File: src/rtl/coalescing_store_unit.sv
// Coalescing store buffer: checks, lane-aligns and queues stores,
// merges same-word writes, drains committed entries, forwards to loads.
module coalescing_store_unit #(
  parameter int XLEN = 32,
  parameter int DEPTH = 8,
  parameter logic [XLEN-1:0] PRIV_START = '0,
  parameter logic [XLEN-1:0] PRIV_END = XLEN'(32'h0000_0FFF)
) (
  input  logic              clk_i,
  input  logic              rst_n_i,
  input  logic              flush_i,
  input  logic              privilege_i,
  input  logic              valid_operation_i,
  input  logic [XLEN-1:0]   store_data_i,
  input  logic [XLEN-1:0]   store_address_i,
  input  logic [1:0]        width_i,
  input  logic              validate_i,
  input  logic [XLEN-1:0]   foward_address_i,
  output logic [XLEN-1:0]   foward_data_o,
  output logic [XLEN/8-1:0] foward_bytes_o,
  output logic              foward_match_o,
  output logic              mem_request_o,
  output logic [XLEN-1:0]   mem_address_o,
  output logic [XLEN-1:0]   mem_data_o,
  output logic [XLEN/8-1:0] mem_byte_en_o,
  input  logic              mem_done_i,
  output logic              idle_o,
  output logic              buffer_empty_o,
  output logic              buffer_full_o,
  output logic              data_valid_o,
  output logic              illegal_access_o,
  output logic              misaligned_o
);

  localparam int NB = XLEN / 8;
  localparam int OW = $clog2(NB);
  localparam int PW = $clog2(DEPTH);
  localparam int AW = XLEN - OW;

  typedef enum logic {IDLE, WAIT_BUFFER} state_t;

  state_t state_q, state_d;
  logic [XLEN-1:0] hold_addr_q, hold_data_q;
  logic [1:0] hold_width_q;

  logic [AW-1:0] e_addr [DEPTH];
  logic [XLEN-1:0] e_data [DEPTH];
  logic [NB-1:0] e_be [DEPTH];
  logic [7:0] e_mcnt [DEPTH];
  logic [DEPTH-1:0] e_used, e_val;

  logic [PW-1:0] head_q, tail_q, vptr_q, yng, fidx;
  logic [PW:0] count_q, vcount_q, vcount_n;

  logic in_idle;
  logic [XLEN-1:0] op_addr, op_data, size_mask, bmask, op_sdata;
  logic [1:0] op_width;
  logic [OW-1:0] off;
  logic [AW-1:0] op_waddr, fwaddr;
  logic [7:0] ones;
  logic [NB-1:0] op_be;
  logic misal, illegal, fault, attempt;
  logic can_coal, full, do_coal, do_push, success;
  logic pop, vok, coal_v, vdone;
  logic dv_q, ill_q, mis_q;
  logic unused_fwd;

  assign in_idle  = state_q == IDLE;
  assign op_addr  = in_idle ? store_address_i : hold_addr_q;
  assign op_data  = in_idle ? store_data_i : hold_data_q;
  assign op_width = in_idle ? width_i : hold_width_q;
  assign off      = op_addr[OW-1:0];
  assign op_waddr = op_addr[XLEN-1:OW];

  always_comb begin
    size_mask = '0;
    ones = 8'h01;
    unique case (op_width)
      2'd0: begin size_mask = '0;        ones = 8'h01; end
      2'd1: begin size_mask = XLEN'(1);  ones = 8'h03; end
      2'd2: begin size_mask = XLEN'(3);  ones = 8'h0F; end
      default: begin size_mask = XLEN'(7); ones = 8'hFF; end
    endcase
  end

  assign op_be = NB'(ones) << off;

  always_comb begin
    bmask = '0;
    for (int b = 0; b < NB; b++) bmask[8*b +: 8] = {8{op_be[b]}};
  end

  assign op_sdata = (op_data << {off, 3'b000}) & bmask;

  assign misal = (|(op_addr & size_mask)) ||
                 (XLEN == 32 && op_width == 2'd3);
  // Range test by offset subtraction avoids an always-true compare at 0
  assign illegal = !privilege_i &&
    ((op_addr - PRIV_START) <= (PRIV_END - PRIV_START));

  assign fault   = in_idle && valid_operation_i && (misal || illegal);
  assign attempt = in_idle ? (valid_operation_i && !misal && !illegal) : 1'b1;

  assign yng      = tail_q - PW'(1);
  assign full     = count_q == (PW+1)'(DEPTH);
  assign can_coal = (count_q != '0) && !e_val[yng] &&
                    (e_addr[yng] == op_waddr) &&
                    !(yng == head_q && mem_request_o);
  assign do_coal  = attempt && can_coal && !flush_i;
  assign do_push  = attempt && !can_coal && !full && !flush_i;
  assign success  = do_coal || do_push;

  assign pop    = mem_request_o && mem_done_i;
  assign vok    = validate_i && e_used[vptr_q] && !e_val[vptr_q];
  assign coal_v = do_coal && (yng == vptr_q);
  assign vdone  = vok && !coal_v && (e_mcnt[vptr_q] == 8'd1);
  assign vcount_n = vcount_q + (PW+1)'(vdone) - (PW+1)'(pop);

  always_ff @(posedge clk_i or negedge rst_n_i) begin
    if (!rst_n_i) state_q <= IDLE;
    else          state_q <= state_d;
  end

  always_comb begin
    state_d = state_q;
    if (flush_i) state_d = IDLE;
    else if (in_idle && attempt && !success) state_d = WAIT_BUFFER;
    else if (!in_idle && success) state_d = IDLE;
  end

  always_comb begin
    idle_o = state_q == IDLE;
  end

  always_ff @(posedge clk_i or negedge rst_n_i) begin
    if (!rst_n_i) begin
      hold_addr_q  <= '0;
      hold_data_q  <= '0;
      hold_width_q <= '0;
      dv_q  <= 1'b0;
      ill_q <= 1'b0;
      mis_q <= 1'b0;
      head_q   <= '0;
      tail_q   <= '0;
      vptr_q   <= '0;
      count_q  <= '0;
      vcount_q <= '0;
      e_used   <= '0;
      e_val    <= '0;
      for (int i = 0; i < DEPTH; i++) begin
        e_addr[i] <= '0;
        e_data[i] <= '0;
        e_be[i]   <= '0;
        e_mcnt[i] <= '0;
      end
    end else begin
      if (in_idle && state_d == WAIT_BUFFER) begin
        hold_addr_q  <= store_address_i;
        hold_data_q  <= store_data_i;
        hold_width_q <= width_i;
      end
      dv_q  <= fault || success;
      ill_q <= fault && illegal;
      mis_q <= fault && misal;
      head_q   <= head_q + PW'(pop);
      vptr_q   <= vptr_q + PW'(vdone);
      vcount_q <= vcount_n;
      tail_q   <= flush_i ? vptr_q + PW'(vdone) : tail_q + PW'(do_push);
      count_q  <= flush_i ? vcount_n
                          : count_q + (PW+1)'(do_push) - (PW+1)'(pop);
      for (int i = 0; i < DEPTH; i++) begin
        if (do_push && tail_q == PW'(i)) begin
          e_used[i] <= 1'b1;
          e_val[i]  <= 1'b0;
          e_mcnt[i] <= 8'd1;
          e_addr[i] <= op_waddr;
          e_data[i] <= op_sdata;
          e_be[i]   <= op_be;
        end else begin
          if (do_coal && yng == PW'(i)) begin
            e_data[i] <= (e_data[i] & ~bmask) | op_sdata;
            e_be[i]   <= e_be[i] | op_be;
          end
          // One validate is owed per merged store
          e_mcnt[i] <= e_mcnt[i] + 8'(do_coal && yng == PW'(i))
                                 - 8'(vok && vptr_q == PW'(i));
          if (vdone && vptr_q == PW'(i)) e_val[i] <= 1'b1;
          if (pop && head_q == PW'(i)) begin
            e_used[i] <= 1'b0;
            e_val[i]  <= 1'b0;
          end else if (flush_i && e_used[i] && !e_val[i] &&
                       !(vdone && vptr_q == PW'(i))) begin
            e_used[i] <= 1'b0;
          end
        end
      end
    end
  end

  assign mem_request_o  = e_used[head_q] && e_val[head_q];
  assign mem_address_o  = mem_request_o ? {e_addr[head_q], {OW{1'b0}}} : '0;
  assign mem_data_o     = mem_request_o ? e_data[head_q] : '0;
  assign mem_byte_en_o  = mem_request_o ? e_be[head_q] : '0;
  assign buffer_empty_o = count_q == '0;
  assign buffer_full_o  = full;
  assign data_valid_o   = dv_q;
  assign illegal_access_o = ill_q;
  assign misaligned_o   = mis_q;

  assign fwaddr = foward_address_i[XLEN-1:OW];
  assign unused_fwd = ^foward_address_i[OW-1:0];

  // Walk oldest to youngest so younger entries override per lane
  always_comb begin
    foward_data_o  = '0;
    foward_bytes_o = '0;
    fidx = '0;
    for (int k = 0; k < DEPTH; k++) begin
      fidx = head_q + PW'(k);
      if ((PW+1)'(k) < count_q && e_used[fidx] && e_addr[fidx] == fwaddr) begin
        for (int b = 0; b < NB; b++) begin
          if (e_be[fidx][b]) begin
            foward_data_o[8*b +: 8] = e_data[fidx][8*b +: 8];
            foward_bytes_o[b] = 1'b1;
          end
        end
      end
    end
  end

  assign foward_match_o = |foward_bytes_o;

endmodule

File: config.mk
export PLATFORM = sky130hd
export DESIGN_NAME = coalescing_store_unit
export DESIGN_NICKNAME = d
export VERILOG_FILES = /design/src/rtl/coalescing_store_unit.sv
export SDC_FILE = /design/constraint.sdc
export NUM_CORES = 2
export LEC_CHECK = 0
export CORE_UTILIZATION = 34
export DETAILED_ROUTE_END_ITERATION = 6
export HOLD_SLACK_MARGIN = 0.05
export SYNTH_ARGS = -nofsm -noshare
export SYNTH_HDL_FRONTEND = slang
export SYNTH_SLANG_ARGS = --single-unit
File: constraint.sdc
create_clock -name clk_i -period 16.1 [get_ports clk_i]
set_input_delay 3.22 -clock clk_i [delete_from_list [all_inputs] [get_ports clk_i]]
set_output_delay 3.22 -clock clk_i [all_outputs]
set_load 0.03 [all_outputs]
==> run_results.csv <==
group,metric,value,unit
synth,avgSynthCellArea,10.6,um2
worst_setup_path,worst_setup_path_end_kind,"output pin",
hold_path,hold_class,"flop to flop",
floorplan,dieArea,0.183,mm2
placed_design,placed_area,0.0654,mm2
outcome,violations,"max-capacitance violations",
clocking,path_clk_slew,0.06,ns
clocking,holdBufCountCts,0,
layout,drive_gt1_share,21.2,%
detailed_routing,vias,53600,
clocking,post_cts_resized,0,
hold_path,hold-path-cell-count,1,
synth,synthArstFlopShare,100,%
timing,relSlewSlack,0.0451,%
timing,hold_violations,0,
timing,grt_setup_unrepaired,"false",
worst_setup_path,path_class,"flop to output pin",
floorplan,fp-row-count,155,
floorplan,initial_core_util,34.4,%
synth,synth_area_leaders,"dfrtp_1, mux4_2, mux2i_1, mux2_2, nor2_1",
layout,layout.nets,5960,
synth,synth_seq_cells,695,
global_route,grt_overflow,0,
power,powerDensity,111,mW/mm2
flow_run,maxCapViolCount,1,
clocking,clkLatencyLatePin,0.73,ns
power,ir_worst_vdd,0.0957,mV
timing,fmax,0.0773,GHz
detailed_routing,wl_per_cell,30.7,um
synth,yosys.cell_count.top_type,"dfrtp_1",
detailed_routing,drtPass1Iterations,6,
global_route,grt_pass1_vias,50800,
synth,yosys_warnings,0,
floorplan,dieHeight,428,um
timing,setup_tns,0,ns
detailed_routing,antenna_left,0,
detailed_routing,drt-total-wl,251,mm
layout,fill_cells,17300,
worst_setup_path,cp.arrival,9.71,ns
timing,min_period_over_period,80.3,%
synth,synth_area_leader_cell,"dfrtp_1",
global_route,grt_max_degree,155,
floorplan,core,0.179,mm2
synth,ys_top_cells_by_count,"dfrtp_1, mux4_2, nor2_1",
timing,maxSlewViolCount,0,
global_route,grt.total_usage,26.6,%
synth,syn_area,0.0617,mm2
clocking,numCtsBuffers,81,
floorplan,dieWidth,428,um
placed_design,finalWeightedCongestion,1.04,
synth,netlist.area_leader.share,28.2,%
outcome,status,"finished with violations",
clocking,cts-root-buf,"clkbuf_16",
synth,synth-edff-count,0,
worst_setup_path,worstPathRequired,12.88,ns
detailed_routing,drt_iter0_drc,6730,
layout,finalInstanceArea,0.0682,mm2
synth,synthCells,5835,
timing,finalSetupViolCount,0,
placed_design,port-buffer-count,212,
worst_setup_path,start_kind,"flop",
timing,min_period,12.93,ns
timing,worst_slew_pin_slew,1.50,ns
global_route,grt_pass1_wl,364,mm
synth,synth.distinct_cells,99,
detailed_routing,avgViaCountPerCell,6.55,
worst_setup_path,r2r_cells,21,
layout,areaGrowthSynthToFinish,10.6,%
global_route,antenna_found_initial,32,
synth,synth-main-ff-cell,"dfrtp_1",
power,p_leak,26.7,nW
floorplan,ios,217,
worst_setup_path,worstPathMaxFanout,51,
synth,ys_seq_area_share,28.2,%
clocking,cts_setup_buffers,0,
detailed_routing,post-route-drc-count,0,
timing,fin_worst_skew,0.0448,ns
clocking,cts_sinks,695,
clocking,htree_levels,3,
clocking,cts_tree,"yes",
clocking,cts_max_path_buffers,3,
placed_design,hpwl,175,mm
==> metal layers <==
layer / wire length, um / GRT usage [%]
met1: 95400 / 35.0
met2: 109000 / 39.3
met3: 29800 / 7.00
met4: 16600 / 15.8
met5: 226 / 0
==> final cells by class <==
cell class	instances	area (um2)	share of cell area, %
antenna	6	15.0	0.0220
clock buffer	108	2330	3.41
clock inverter	39	551	0.807
inverter	139	524	0.768
multi-input combinational	4494	41300	60.5
sequential	695	17400	25.5
tap	2355	2950	4.32
timing repair buffer	340	3190	4.67
==> per-stage QoR <==
step	util (%)	worst slack (ns)	std cells	power (mW)	hold slack [ns]
finish	38.0	3.17	8176	7.58	0.505
global route	38.0	3.40	8175	7.92	0.518
CTS	38.0	3.54	8170	7.54	0.510
detailed placement	36.4	3.63	8023	5.50	0.496
global placement	36.4	3.59	8023	5.42	0.489
floorplan	-	6.45	5836	4.55	0.472
==> where the power goes <==
part	switching [mW]	internal [mW]	total, mW
logic	1.64	1.35	2.98
registers	0.485	2.09	2.57
clock network	0.839	1.19	2.02
==> layout by cell type (no fill, tap or decap), types with 49 or more instances in the layout <==
cell type and count:
a21o_1 87, a21oi_1 362, a22o_1 162, a22oi_1 70
and3_1 49, buf_4 120, clkbuf_16 82, clkdlybuf4s50_1 211
dfrtp_1 690, ha_1 90, inv_1 128, mux2_2 248
mux2i_1 503, mux4_2 587, nand2_1 430, nand3_1 89
nor2_1 566, o21ai_0 63, o22ai_1 101, o2bb2ai_1 66
xnor2_1 218, xor2_1 85
==> path summary, 6_finish.rpt <==
kind / from / end / slack [ns]
min reg2reg: hold_addr_q[17] / hold_addr_q[17] / 0.51
min in group asynchronous: rst_n_i / hold_addr_q[30] / 2.51
max reg2reg: tail_q[0] / e_mcnt[6] / 8.30
max: head_q[2] / foward_data_o[26] / 3.17
max in group asynchronous: rst_n_i / e_addr[215] / 11.29
min: hold_addr_q[17] / hold_addr_q[17] / 0.51
==> worst max-delay path: stages (launching register included) <==
cell and delay, ns:
dfrtp_4 1.05, inv_2 0.65, ha_4 0.95, buf_4 0.82, mux2i_1 0.19, o22ai_1 0.66, o21ai_0 0.31, a222oi_1 0.54
nor4b_2 0.99, nand3_1 0.15, buf_4 0.30, o221ai_1 0.23, nand3b_1 0.13, a311oi_1 0.99, clkdlybuf4s50_1 0.85
==> cells by family after synthesis <==
| kind of cell | synth area share, % |
|---|---|
| adder cells (fa/ha/maj) | 2.23 |
| other | 0.00608 |
| AND/OR/NAND/NOR | 11.5 |
| flip-flops | 28.2 |
| AO/OA/AOI/OAI | 13.9 |
| XOR/XNOR | 4.44 |
| buffers and inverters | 5.25 |
| multiplexers | 34.5 |
No activity file was read; power rests on OpenSTA's default activity.
